**config.mk**
```make
export PLATFORM = sky130hd
export DESIGN_NAME = ps2_host_tx
export DESIGN_NICKNAME = d
export VERILOG_FILES = /design/src/rtl/ps2_host_tx.sv
export SDC_FILE = /design/constraint.sdc
export NUM_CORES = 1
export LEC_CHECK = 0
export CORE_MARGIN = 3
export CORE_UTILIZATION = 45
export DETAILED_ROUTE_END_ITERATION = 12
export PLACE_DENSITY = 0.66
export SLEW_MARGIN = 0
export SYNTH_ARGS = -nofsm -noshare
export SYNTH_HDL_FRONTEND = slang
export SYNTH_SLANG_ARGS = --single-unit
```
**constraint.sdc**
```tcl
create_clock -name clk -period 2 [get_ports clk]
set_input_delay 0.3 -clock clk [delete_from_list [all_inputs] [get_ports clk]]
set_output_delay 0.3 -clock clk [all_outputs]
set_load 0.02 [all_outputs]
```
**src/rtl/ps2_host_tx.sv**
```systemverilog
// PS/2 host-to-device transmitter.
// Sends one command byte to a keyboard or mouse using the host request-to-send
// sequence: clock inhibit, start bit, 8 data bits (LSB first), odd parity,
// stop bit and device ACK. The open-drain pins are driven through pull-low
// enables.
//
// Ports:
//   clk, rst    system clock; synchronous active-high reset
//   tx_valid    request to send tx_data (taken only while tx_ready=1)
//   tx_data     byte to send
//   tx_ready    idle and able to accept a byte
//   tx_done     one-cycle pulse: byte sent and ACK seen
//   tx_error    one-cycle pulse: timeout or missing ACK
//   busy        transfer in progress; the receiver ignores the bus
//   ps2_clk_in  raw PS/2 clock pin level (asynchronous)
//   ps2_dat_in  raw PS/2 data pin level (asynchronous)
//   ps2_clk_oe  1 = pull clock line low
//   ps2_dat_oe  1 = pull data line low
module ps2_host_tx #(
    parameter int unsigned INHIBIT_CYCLES = 3000,
    parameter int unsigned TIMEOUT_CYCLES = 600000,
    parameter int unsigned CNT_W          = 20
) (
    input  logic       clk,
    input  logic       rst,
    input  logic       tx_valid,
    input  logic [7:0] tx_data,
    output logic       tx_ready,
    output logic       tx_done,
    output logic       tx_error,
    output logic       busy,
    input  logic       ps2_clk_in,
    input  logic       ps2_dat_in,
    output logic       ps2_clk_oe,
    output logic       ps2_dat_oe
);

    typedef enum logic [2:0] {
        StIdle,
        StInhibit,
        StStart,
        StXfer,
        StAck,
        StWaitIdle
    } state_e;

    localparam logic [CNT_W-1:0] InhibitLast = CNT_W'(INHIBIT_CYCLES - 1);
    localparam logic [CNT_W-1:0] TimeoutLast = CNT_W'(TIMEOUT_CYCLES - 1);

    state_e           state_q, state_d;
    logic [CNT_W-1:0] cnt_q, cnt_d;
    logic [3:0]       bitn_q, bitn_d;
    // {parity, data}; shifted right one bit per device clock fall
    logic [8:0]       frame_q, frame_d;
    logic             clk_oe_q, clk_oe_d;
    logic             dat_oe_q, dat_oe_d;
    logic             done_q, done_d;
    logic             error_q, error_d;

    logic clk_meta_q, clk_sync_q, clk_prev_q;
    logic dat_meta_q, dat_sync_q;
    logic fall;
    logic timeout;

    assign fall     = clk_prev_q & ~clk_sync_q;
    assign timeout  = (cnt_q == TimeoutLast);

    assign tx_ready   = (state_q == StIdle) & ~done_q & ~error_q;
    assign tx_done    = done_q;
    assign tx_error   = error_q;
    assign busy       = (state_q != StIdle);
    assign ps2_clk_oe = clk_oe_q;
    assign ps2_dat_oe = dat_oe_q;

    always_comb begin
        state_d  = state_q;
        cnt_d    = cnt_q;
        bitn_d   = bitn_q;
        frame_d  = frame_q;
        clk_oe_d = clk_oe_q;
        dat_oe_d = dat_oe_q;
        done_d   = 1'b0;
        error_d  = 1'b0;

        unique case (state_q)
            StIdle: begin
                clk_oe_d = 1'b0;
                dat_oe_d = 1'b0;
                if (tx_valid && tx_ready) begin
                    frame_d  = {~^tx_data, tx_data};
                    cnt_d    = '0;
                    clk_oe_d = 1'b1;
                    state_d  = StInhibit;
                end
            end
            StInhibit: begin
                if (cnt_q == InhibitLast) begin
                    dat_oe_d = 1'b1;
                    state_d  = StStart;
                end else begin
                    cnt_d = cnt_q + CNT_W'(1);
                end
            end
            StStart: begin
                // Release the clock while holding the start bit low
                clk_oe_d = 1'b0;
                dat_oe_d = 1'b1;
                cnt_d    = '0;
                bitn_d   = '0;
                state_d  = StXfer;
            end
            StXfer: begin
                if (fall) begin
                    cnt_d  = '0;
                    bitn_d = bitn_q + 4'd1;
                    if (bitn_q < 4'd9) begin
                        // Data bits then parity; a 1 bit leaves the line released
                        dat_oe_d = ~frame_q[0];
                        frame_d  = frame_q >> 1;
                    end else if (bitn_q == 4'd9) begin
                        dat_oe_d = 1'b0;
                    end else begin
                        dat_oe_d = 1'b0;
                        clk_oe_d = 1'b0;
                        state_d  = StAck;
                    end
                end else if (timeout) begin
                    clk_oe_d = 1'b0;
                    dat_oe_d = 1'b0;
                    error_d  = 1'b1;
                    state_d  = StIdle;
                end else begin
                    cnt_d = cnt_q + CNT_W'(1);
                end
            end
            StAck: begin
                if (timeout) begin
                    error_d = 1'b1;
                    state_d = StIdle;
                end else if (!dat_sync_q) begin
                    cnt_d   = cnt_q + CNT_W'(1);
                    state_d = StWaitIdle;
                end else begin
                    error_d = 1'b1;
                    state_d = StIdle;
                end
            end
            StWaitIdle: begin
                if (clk_sync_q && dat_sync_q) begin
                    done_d  = 1'b1;
                    state_d = StIdle;
                end else if (timeout) begin
                    error_d = 1'b1;
                    state_d = StIdle;
                end else if (fall) begin
                    cnt_d = '0;
                end else begin
                    cnt_d = cnt_q + CNT_W'(1);
                end
            end
            default: begin
                clk_oe_d = 1'b0;
                dat_oe_d = 1'b0;
                state_d  = StIdle;
            end
        endcase
    end

    always_ff @(posedge clk) begin
        if (rst) begin
            state_q    <= StIdle;
            cnt_q      <= '0;
            bitn_q     <= '0;
            frame_q    <= '0;
            clk_oe_q   <= 1'b0;
            dat_oe_q   <= 1'b0;
            done_q     <= 1'b0;
            error_q    <= 1'b0;
            // Idle bus is high; resetting to 1 avoids a false fall after reset
            clk_meta_q <= 1'b1;
            clk_sync_q <= 1'b1;
            clk_prev_q <= 1'b1;
            dat_meta_q <= 1'b1;
            dat_sync_q <= 1'b1;
        end else begin
            state_q    <= state_d;
            cnt_q      <= cnt_d;
            bitn_q     <= bitn_d;
            frame_q    <= frame_d;
            clk_oe_q   <= clk_oe_d;
            dat_oe_q   <= dat_oe_d;
            done_q     <= done_d;
            error_q    <= error_d;
            clk_meta_q <= ps2_clk_in;
            clk_sync_q <= clk_meta_q;
            clk_prev_q <= clk_sync_q;
            dat_meta_q <= ps2_dat_in;
            dat_sync_q <= dat_meta_q;
        end
    end

endmodule

```
==> results of run 1 <==
-- cells in the final DEF (no fill, tap or decap), types with 8 or more instances in the layout --
master           netlist  final
xnor2_1                9      9
nand4_1                8      8
dfxtp_1               45     37
or2_2                  9      9
clkdlybuf4s50_1        0     16
a311oi_1               9      9
nor2_1                23     22
o21ai_0               10      8
inv_1                 15     15
a211oi_1              14      9
a21oi_1               10      9
buf_6                  5      9
nand3_1               14     11
buf_4                  1     63
nand2_1               35     35
-- what timing repair did --
| item | in CTS | in global routing |
|---|---|---|
| resized for setup | 17 | 42 |
| cloned | 0 | 1 |
| hold buffers | 0 | 0 |
| setup buffers | 7 | 14 |
| setup endpoints to repair | 25 | 30 |
| pin swaps | 4 | 18 |
-- sequential cells by signal, summed over array words and instances (netlist names) --
name        flops
ps2_clk_oe      1
clk_sync_q      1
clk_prev_q      1
tx_error        1
frame_q         9
tx_done         1
clk_meta_q      1
cnt_q          20
bitn_q          4
ps2_dat_oe      1
state_q         3
dat_sync_q      1
dat_meta_q      1
-- cells in the mapped netlist (all sizes together), types with 3 or more instances --
master,count,area (um^2)
buf,10,83.8
ha,4,50.1
o21ai,10,50.1
a221oi,4,35.0
inv,15,56.3
nor2b,4,25.0
dfxtp,45,901
and3,5,32.5
nor2,23,86.3
a211oi,14,105
nand2,35,131
nand3b,4,30.0
clkbuf,10,57.6
and2,3,18.8
nor3,7,40.0
nand4,8,50.1
o31ai,4,48.8
a21oi,10,50.1
or4,4,33.8
nand3,15,80.1
or3,7,43.8
a311oi,9,78.8
xnor2,9,78.8
nand2b,4,25.0
or2,9,56.3
a32o,3,30.0
o32ai,12,135
-- kinds of logic after synthesis --
group / Yosys count / share of synthesized area
flip-flops: 45 / 0.344
adder cells (fa/ha/maj): 4 / 0.0191
buffers and inverters: 35 / 0.0755
AND/OR/NAND/NOR: 135 / 0.273
AO/OA/AOI/OAI: 82 / 0.255
XOR/XNOR: 10 / 0.0334
-- critical path, cell delays in order (launching register included) --
cell and delay (ps):
dfxtp_2 330, or4_1 510, or4_4 470, o31a_4 360
buf_6 140, o211a_1 130, o32ai_2 200
-- where the power goes --
part | switching [uW] | internal, uW
clock | 319 | 280
combinational | 363 | 350
sequential | 29.3 | 942
-- per-stage QoR --
| stage | std cells | worst slack [ps] | utilization | cell area [um^2] | setup TNS, ps |
|---|---|---|---|---|---|
| after floorplan | 311 | -70.6 | - | 2650 | -514 |
| after global placement | 438 | -252 | 0.577 | 3220 | -2800 |
| after detailed placement | 438 | -278 | 0.577 | 3220 | -3100 |
| after CTS | 453 | -148 | 0.616 | 3440 | -1610 |
| after global routing | 466 | -271 | 0.670 | 3730 | -4430 |
| final | 466 | -213 | 0.670 | 3730 | -3220 |
-- cell type report --
class                   count  area, um^2  share of cell area
multi-input cells         231        1730               0.463
flip-flops and latches     45         913               0.245
repair buffers             95         848               0.227
well taps                  72        90.1              0.0241
clock buffers               6        82.6              0.0221
inverters                  15        56.3              0.0151
clock inverters             2        13.8             0.00369
-- routing by layer --
layer | GRT usage | part of all wire
met1 | 0.313 | 0.46
met2 | 0.318 | 0.47
met3 | 0.0423 | 0.054
met4 | 0.0648 | 0.017
met5 | 0 | 0
-- final timing paths --
kind,cells after the start,endpoint,from
max reg2reg,6,cnt_q[2]$_SDFFE_PP0P_,cnt_q[19]$_SDFFE_PP0P_
max,6,cnt_q[2]$_SDFFE_PP0P_,cnt_q[19]$_SDFFE_PP0P_
min,1,clk_sync_q$_SDFF_PP1_,clk_meta_q$_SDFF_PP1_
min reg2reg,1,clk_sync_q$_SDFF_PP1_,clk_meta_q$_SDFF_PP1_
==> flow_summary.yaml, run 1 <==
placement:
  gp_congestion: 0.896
  hpwlAfterDp_um: 4790
  port_buffers: 18
run:
  drv_cap: 0
sta:
  fin_worst_skew_ps: 7.40
  rsz0062_at_grt: "yes"
  tightestPinTransition_ps: 510
  whs_ps: 415
  timing.final.max_slew_violations: 0
  hold_viol: 0
  fin_crit_sh: 1.11
  layout_setup_ws_ps: -213
  setup_violations: 23
  max_freq_ghz: 0.452
  slew_headroom: 0.659
  finalCriticalPeriod_ps: 2210
global_routing:
  antenna_found_initial: 0
  grt_pass1_wl_um: 11200
  grt_overflow: 0
  grt_start_max_net_pins: 32
  grtUsageTotal: 0.215
  grt_pass1_vias: 2345
route:
  wl_per_cell_um: 16.5
  drtIter0Drc: 261
  drc: 0
  antenna_left: 0
  drt_pre_antenna_iters: 8
  drt_wl_total_um: 7700
  vias: 2786
  viasPerCell: 5.98
pwr:
  ir_drop_v: 0.000489
  power_uw: 2280
  power.density_nw_per_um2: 611
  p_leak_uw: 0.00138
worst_setup_path:
  r2r_slack_ps: -210
  cp.required_ps: 2220
  end_kind: "register"
  critPathKind: "register to register"
  cp.arrival_ps: 2430
  crit_path_max_fanout: 5
  cp-start-kind: "register"
synth:
  ys_seq_area_frac: 0.344
  yosys_warnings: 0
  synthFlopType: "dfxtp_1"
  ys_types: 54
  synthesis.area_um2: 2620
  synth_cells: 311
  syn-num-nets: 328
  async_reset_ff_frac: 0
  ys_ff_latch: 45
  syn_avg_cell_area_um2: 8.42
  synth-edff-count: 0
final_layout:
  syn_to_final_growth_pct: 42.5
  fillers: 449
  drive_gt1_frac: 0.363
  final_nets: 410
  diodes: 0
floorplan:
  dieWidth_um: 82.3
  ioPinCount: 19
  fp.dieArea_um2: 6770
  core-area_um2: 5570
  rows: 27
  initial_core_util: 0.470
  die_h_um: 82.3
cts:
  clock_latency_ps: 300
  cts-root-buf: "clkbuf_8"
  clkTransAtPathRegs_ps: 90
  cts_buffers: 5
  h-tree-depth: 2
  cts_tree: "done"
  ctsLongestPathBuffers: 2
  cts_sinks: 45
status:
  failed_checks: "negative setup slack"
  outcome: "complete, but fails checks"
min_path:
  hp-class: "register to register"
(Power assumes the default switching activity.)
==> inputs of run 2 (changes only) <==
TNS_END_PERCENT = 30   (was unset)
==> flow_summary.yaml, run 2 (same netlist as run 1, synthesis figures left out) <==
worst_setup_path:
  end_kind: "register"
  cp.arrival_ps: 2450
  crit_path_max_fanout: 5
  r2r_slack_ps: -230
  worst_r2r_endpoint: "cnt_q[3]$_SDFFE_PP0P_"
  cp.required_ps: 2220
  critPathLaunch: "cnt_q[19]$_SDFFE_PP0P_"
  cp-start-kind: "register"
  reg2reg_from: "cnt_q[19]$_SDFFE_PP0P_"
  critPathKind: "register to register"
  r2r_cells: 7
cts:
  clock_latency_ps: 300
  cts_sinks: 45
  cts-root-buf: "clkbuf_8"
  cts_buffers: 5
  cts_tree: "done"
  ctsLongestPathBuffers: 2
  clkTransAtPathRegs_ps: 90
  h-tree-depth: 2
  ctsHoldBuffers: 0
pwr:
  ir_drop_v: 0.000477
  power.density_nw_per_um2: 666
  p_leak_uw: 0.00128
route:
  drtIter0Drc: 231
  drc: 0
  drt_wl_total_um: 7140
  antenna_left: 0
  viasPerCell: 5.85
  wl_per_cell_um: 15.7
  drt_pre_antenna_iters: 5
  vias: 2663
placement:
  port_buffers: 18
  gp_congestion: 0.817
  dp.cells: 441
  post-place-ws_ps: -309
  placed_area_um2: 3220
  hpwlAfterDp_um: 4880
global_routing:
  grtUsageTotal: 0.215
  grt_start_max_net_pins: 25
  grt_overflow: 0
  grt_pass1_wl_um: 11300
  grt_pass1_vias: 2324
  antenna_found_initial: 0
sta:
  setup_violations: 22
  tightestPinTransition_ps: 574
  max_freq_ghz: 0.448
  setup_tns_ps: -3650
  finalCriticalPeriod_ps: 2230
  hold_viol: 0
  slew_headroom: 0.617
  rsz0062_at_grt: "yes"
  layout_setup_ws_ps: -230
  timing.final.max_slew_violations: 0
  fin_crit_sh: 1.12
  fin_worst_skew_ps: 10.3
min_path:
  min_from: "clk_meta_q$_SDFF_PP1_"
  hold_end: "clk_sync_q$_SDFF_PP1_"
  hp-class: "register to register"
  holdPathStages: 1
status:
  outcome: "complete, but fails checks"
  failed_checks: "negative setup slack"
floorplan:
  rows: 27
  die_h_um: 82.3
  fp.dieArea_um2: 6770
  ioPinCount: 19
  initial_core_util: 0.470
  dieWidth_um: 82.3
  core-area_um2: 5570
final_layout:
  drive_gt1_frac: 0.292
  largest_reg_flops: 20
  finalNonFillerCells: 455
  final_common_cell: "buf_4"
  final_area_um2: 3470
  final_nets: 399
  top_register: "cnt_q"
  syn_to_final_growth_pct: 32.6
  layout_common_cells: "buf_4, dfxtp_1, nand2_1"
  diodes: 0
  fillers: 504
  reg_top3: "cnt_q: 20 flops, frame_q: 9 flops, bitn_q: 4 flops"
run:
  drv_cap: 0
==> run 2: repair_timing <==
item                                    CTS  global route
endpoints found under the setup margin   24            32
setup buffers                             3             2
endpoints found under the hold margin     0             0
gates cloned                              1             0
pin swaps                                 1             7
resized for setup                         5            23
==> run 2: layer usage <==
metal,vias to the layer above,wire [um],global-route usage
met1,1258,3540,0.321
met3,12,398,0.0445
met5,-,0,0
met2,88,3100,0.310
met4,0,104,0.0598
li1,1305,-,-
==> run 2: worst max path at each step <==
stage,depth (start not counted),to,slack (ps)
6_report,7,cnt_q[3]$_SDFFE_PP0P_,-230
5_1_grt,7,cnt_q[3]$_SDFFE_PP0P_,-330
4_1_cts,7,cnt_q[12]$_SDFFE_PP0P_,-200
3_5_place_dp,7,cnt_q[14]$_SDFFE_PP0P_,-310
3_3_place_gp,7,cnt_q[14]$_SDFFE_PP0P_,-270
2_1_floorplan,6,cnt_q[4]$_SDFFE_PP0P_,-70
==> run 2: cell type report <==
cell class	count	area, um^2	share of cell area
inverters	15	56.3	0.0162
flip-flops and latches	45	903	0.260
clock inverters	1	30.0	0.00865
repair buffers	84	684	0.197
well taps	72	90.1	0.0259
multi-input cells	231	1620	0.467
clock buffers	7	86.3	0.0249
==> run 2: critical path: stages, from the launching register on <==
cell and delay (ps):
dfxtp_2 330, or4_4 530, or4_4 460, o31ai_4 250
buf_6 150, buf_6 110, a211oi_1 50, o32ai_1 260
==> run 2: through the flow <==
step                power, uW   util  hold WS [ps]
finish                   2310  0.623           412
global route             2430  0.623           433
CTS                      2290  0.606           417
detailed placement       1570  0.578           397
global placement         1560  0.578           397
floorplan                1380      -           389
==> run 2: report_power, final <==
part	switching, uW	internal (uW)
Sequential	29.9	941
Clock	306	407
Combinational	327	302
Total	663	1650
==> inputs of run 3 (changes only) <==
CORE_MARGIN = 2   (was 3)
==> flow_summary.yaml, run 3 (same netlist as run 1, synthesis figures left out) <==
run:
  drv_cap: 0
route:
  vias: 2690
  drt_pre_antenna_iters: 5
  viasPerCell: 5.90
  wl_per_cell_um: 15.5
  drc: 0
  drt_wl_total_um: 7070
  antenna_left: 0
  drtIter0Drc: 230
pwr:
  p_leak_uw: 0.00131
  pwr-share-comb: 0.289
  power_frac_clock: 0.293
  switching_power_uw: 688
  swShare: 0.296
  cellInternalPower_uw: 1640
  ir_drop_v: 0.000563
  power.density_nw_per_um2: 656
  power_uw: 2330
  p_seq_frac: 0.418
floorplan:
  core-area_um2: 5570
  dieWidth_um: 80.3
  die_h_um: 80.3
  rows: 27
  fp.dieArea_um2: 6450
  ioPinCount: 19
  initial_core_util: 0.470
sta:
  slew_headroom: 0.636
  fin_worst_skew_ps: 8.18
  max_freq_ghz: 0.464
  tightestPinTransition_ps: 543
  layout_setup_ws_ps: -157
  hold_viol: 0
  timing.final.max_slew_violations: 0
  rsz0062_at_grt: "yes"
  whs_ps: 448
  setup_violations: 20
  finalCriticalPeriod_ps: 2160
  fin_crit_sh: 1.08
placement:
  placed_area_um2: 3260
  port_buffers: 18
  gp_congestion: 0.881
  hpwlAfterDp_um: 4980
  dp.cells: 443
  post-place-ws_ps: -297
worst_setup_path:
  end_kind: "register"
  crit_path_max_fanout: 5
  cpPeakStageDelay_ps: 510
  cpMostUsedCell: "buf_6"
  crit_buf_inv: 2
  cp-start-kind: "register"
  cp.arrival_ps: 2370
  r2r_slack_ps: -160
  critPathKind: "register to register"
  path_cells: "or4_1 -> or4_4 -> o31ai_4 -> buf_6 -> buf_6 -> a211oi_4 -> o32ai_2"
  cpMaxStageDelayCell: "or4_1"
  cp.required_ps: 2210
  path_delay_family: "simple AND/OR/NAND/NOR gates"
cts:
  cts_tree: "done"
  ctsHoldBuffers: 0
  ctsLongestPathBuffers: 2
  cts-root-buf: "clkbuf_8"
  clock_latency_ps: 300
  clkTransAtPathRegs_ps: 90
  cts_sinks: 45
  cts_buffers: 5
  h-tree-depth: 2
global_routing:
  grt_pass1_vias: 2409
  antenna_found_initial: 0
  grtUsageTotal: 0.227
  grt_start_max_net_pins: 48
  grt_pass1_wl_um: 11500
  grt_overflow: 0
min_path:
  hp-class: "register to register"
final_layout:
  syn_to_final_growth_pct: 35.3
  reg_top3: "cnt_q: 20 flops, frame_q: 9 flops, bitn_q: 4 flops"
  final_area_um2: 3540
  layout_common_cells: "buf_4, dfxtp_1, nand2_1"
  drive_gt1_frac: 0.310
  top_register: "cnt_q"
  final_nets: 401
  diodes: 0
  finalNonFillerCells: 456
  fillers: 482
  final_common_cell: "buf_4"
  largest_reg_flops: 20
status:
  failed_checks: "negative setup slack"
  outcome: "complete, but fails checks"
## run 3: changes by cell type in the layout (fill, tap and decap cells not counted), sizes merged
cell | previous run | this run
clkinv | 0 | 1
buf | 66 | 69
clkbuf | 8 | 6
dlygate4sd2 | 1 | 0
## run 3: timing repair
item | CTS | global route
endpoints found under the setup margin | 26 | 33
setup buffers | 3 | 4
gates resized for setup | 20 | 20
pin swaps | 7 | 8
## run 3: area by class of cell
type / count / area [um^2] / share of cell area
clock buffers: 5 / 68.8 / 0.0194
clock inverters: 2 / 35.0 / 0.00988
inverters: 15 / 56.3 / 0.0159
multi-input cells: 231 / 1660 / 0.468
flip-flops and latches: 45 / 905 / 0.255
well taps: 72 / 90.1 / 0.0254
repair buffers: 86 / 732 / 0.206
## run 3: power by group through the flow
stage	logic (uW)	registers, uW	clock network [uW]
after detailed placement	607	992	0
after CTS	643	971	692
final	672	972	682
after global routing	723	979	730
after global placement	595	991	0
after floorplan	386	991	0
## run 3: path summary, 6_finish.rpt
kind / from / to / cells past startpoint
worst max-delay path: cnt_q[19]$_SDFFE_PP0P_ / cnt_q[13]$_SDFFE_PP0P_ / 7
worst min-delay path: clk_meta_q$_SDFF_PP1_ / clk_sync_q$_SDFF_PP1_ / 1
worst min register to register: clk_meta_q$_SDFF_PP1_ / clk_sync_q$_SDFF_PP1_ / 1
worst max register to register: cnt_q[19]$_SDFFE_PP0P_ / cnt_q[13]$_SDFFE_PP0P_ / 7
## run 3: metrics by stage
stage                util  setup TNS, ps
floorplan               -           -545
global placement    0.585          -2660
detailed placement  0.585          -3610
CTS                 0.618          -2420
global route        0.636          -3630
finish              0.636          -2340
## run 3: metal layers
layer | up-vias | part of all wire | global-route usage
met5 | - | 0 | 0
li1 | 1307 | - | -
met3 | 10 | 0.068 | 0.0427
met1 | 1280 | 0.48 | 0.338
met2 | 93 | 0.44 | 0.323
met4 | 0 | 0.014 | 0.0814
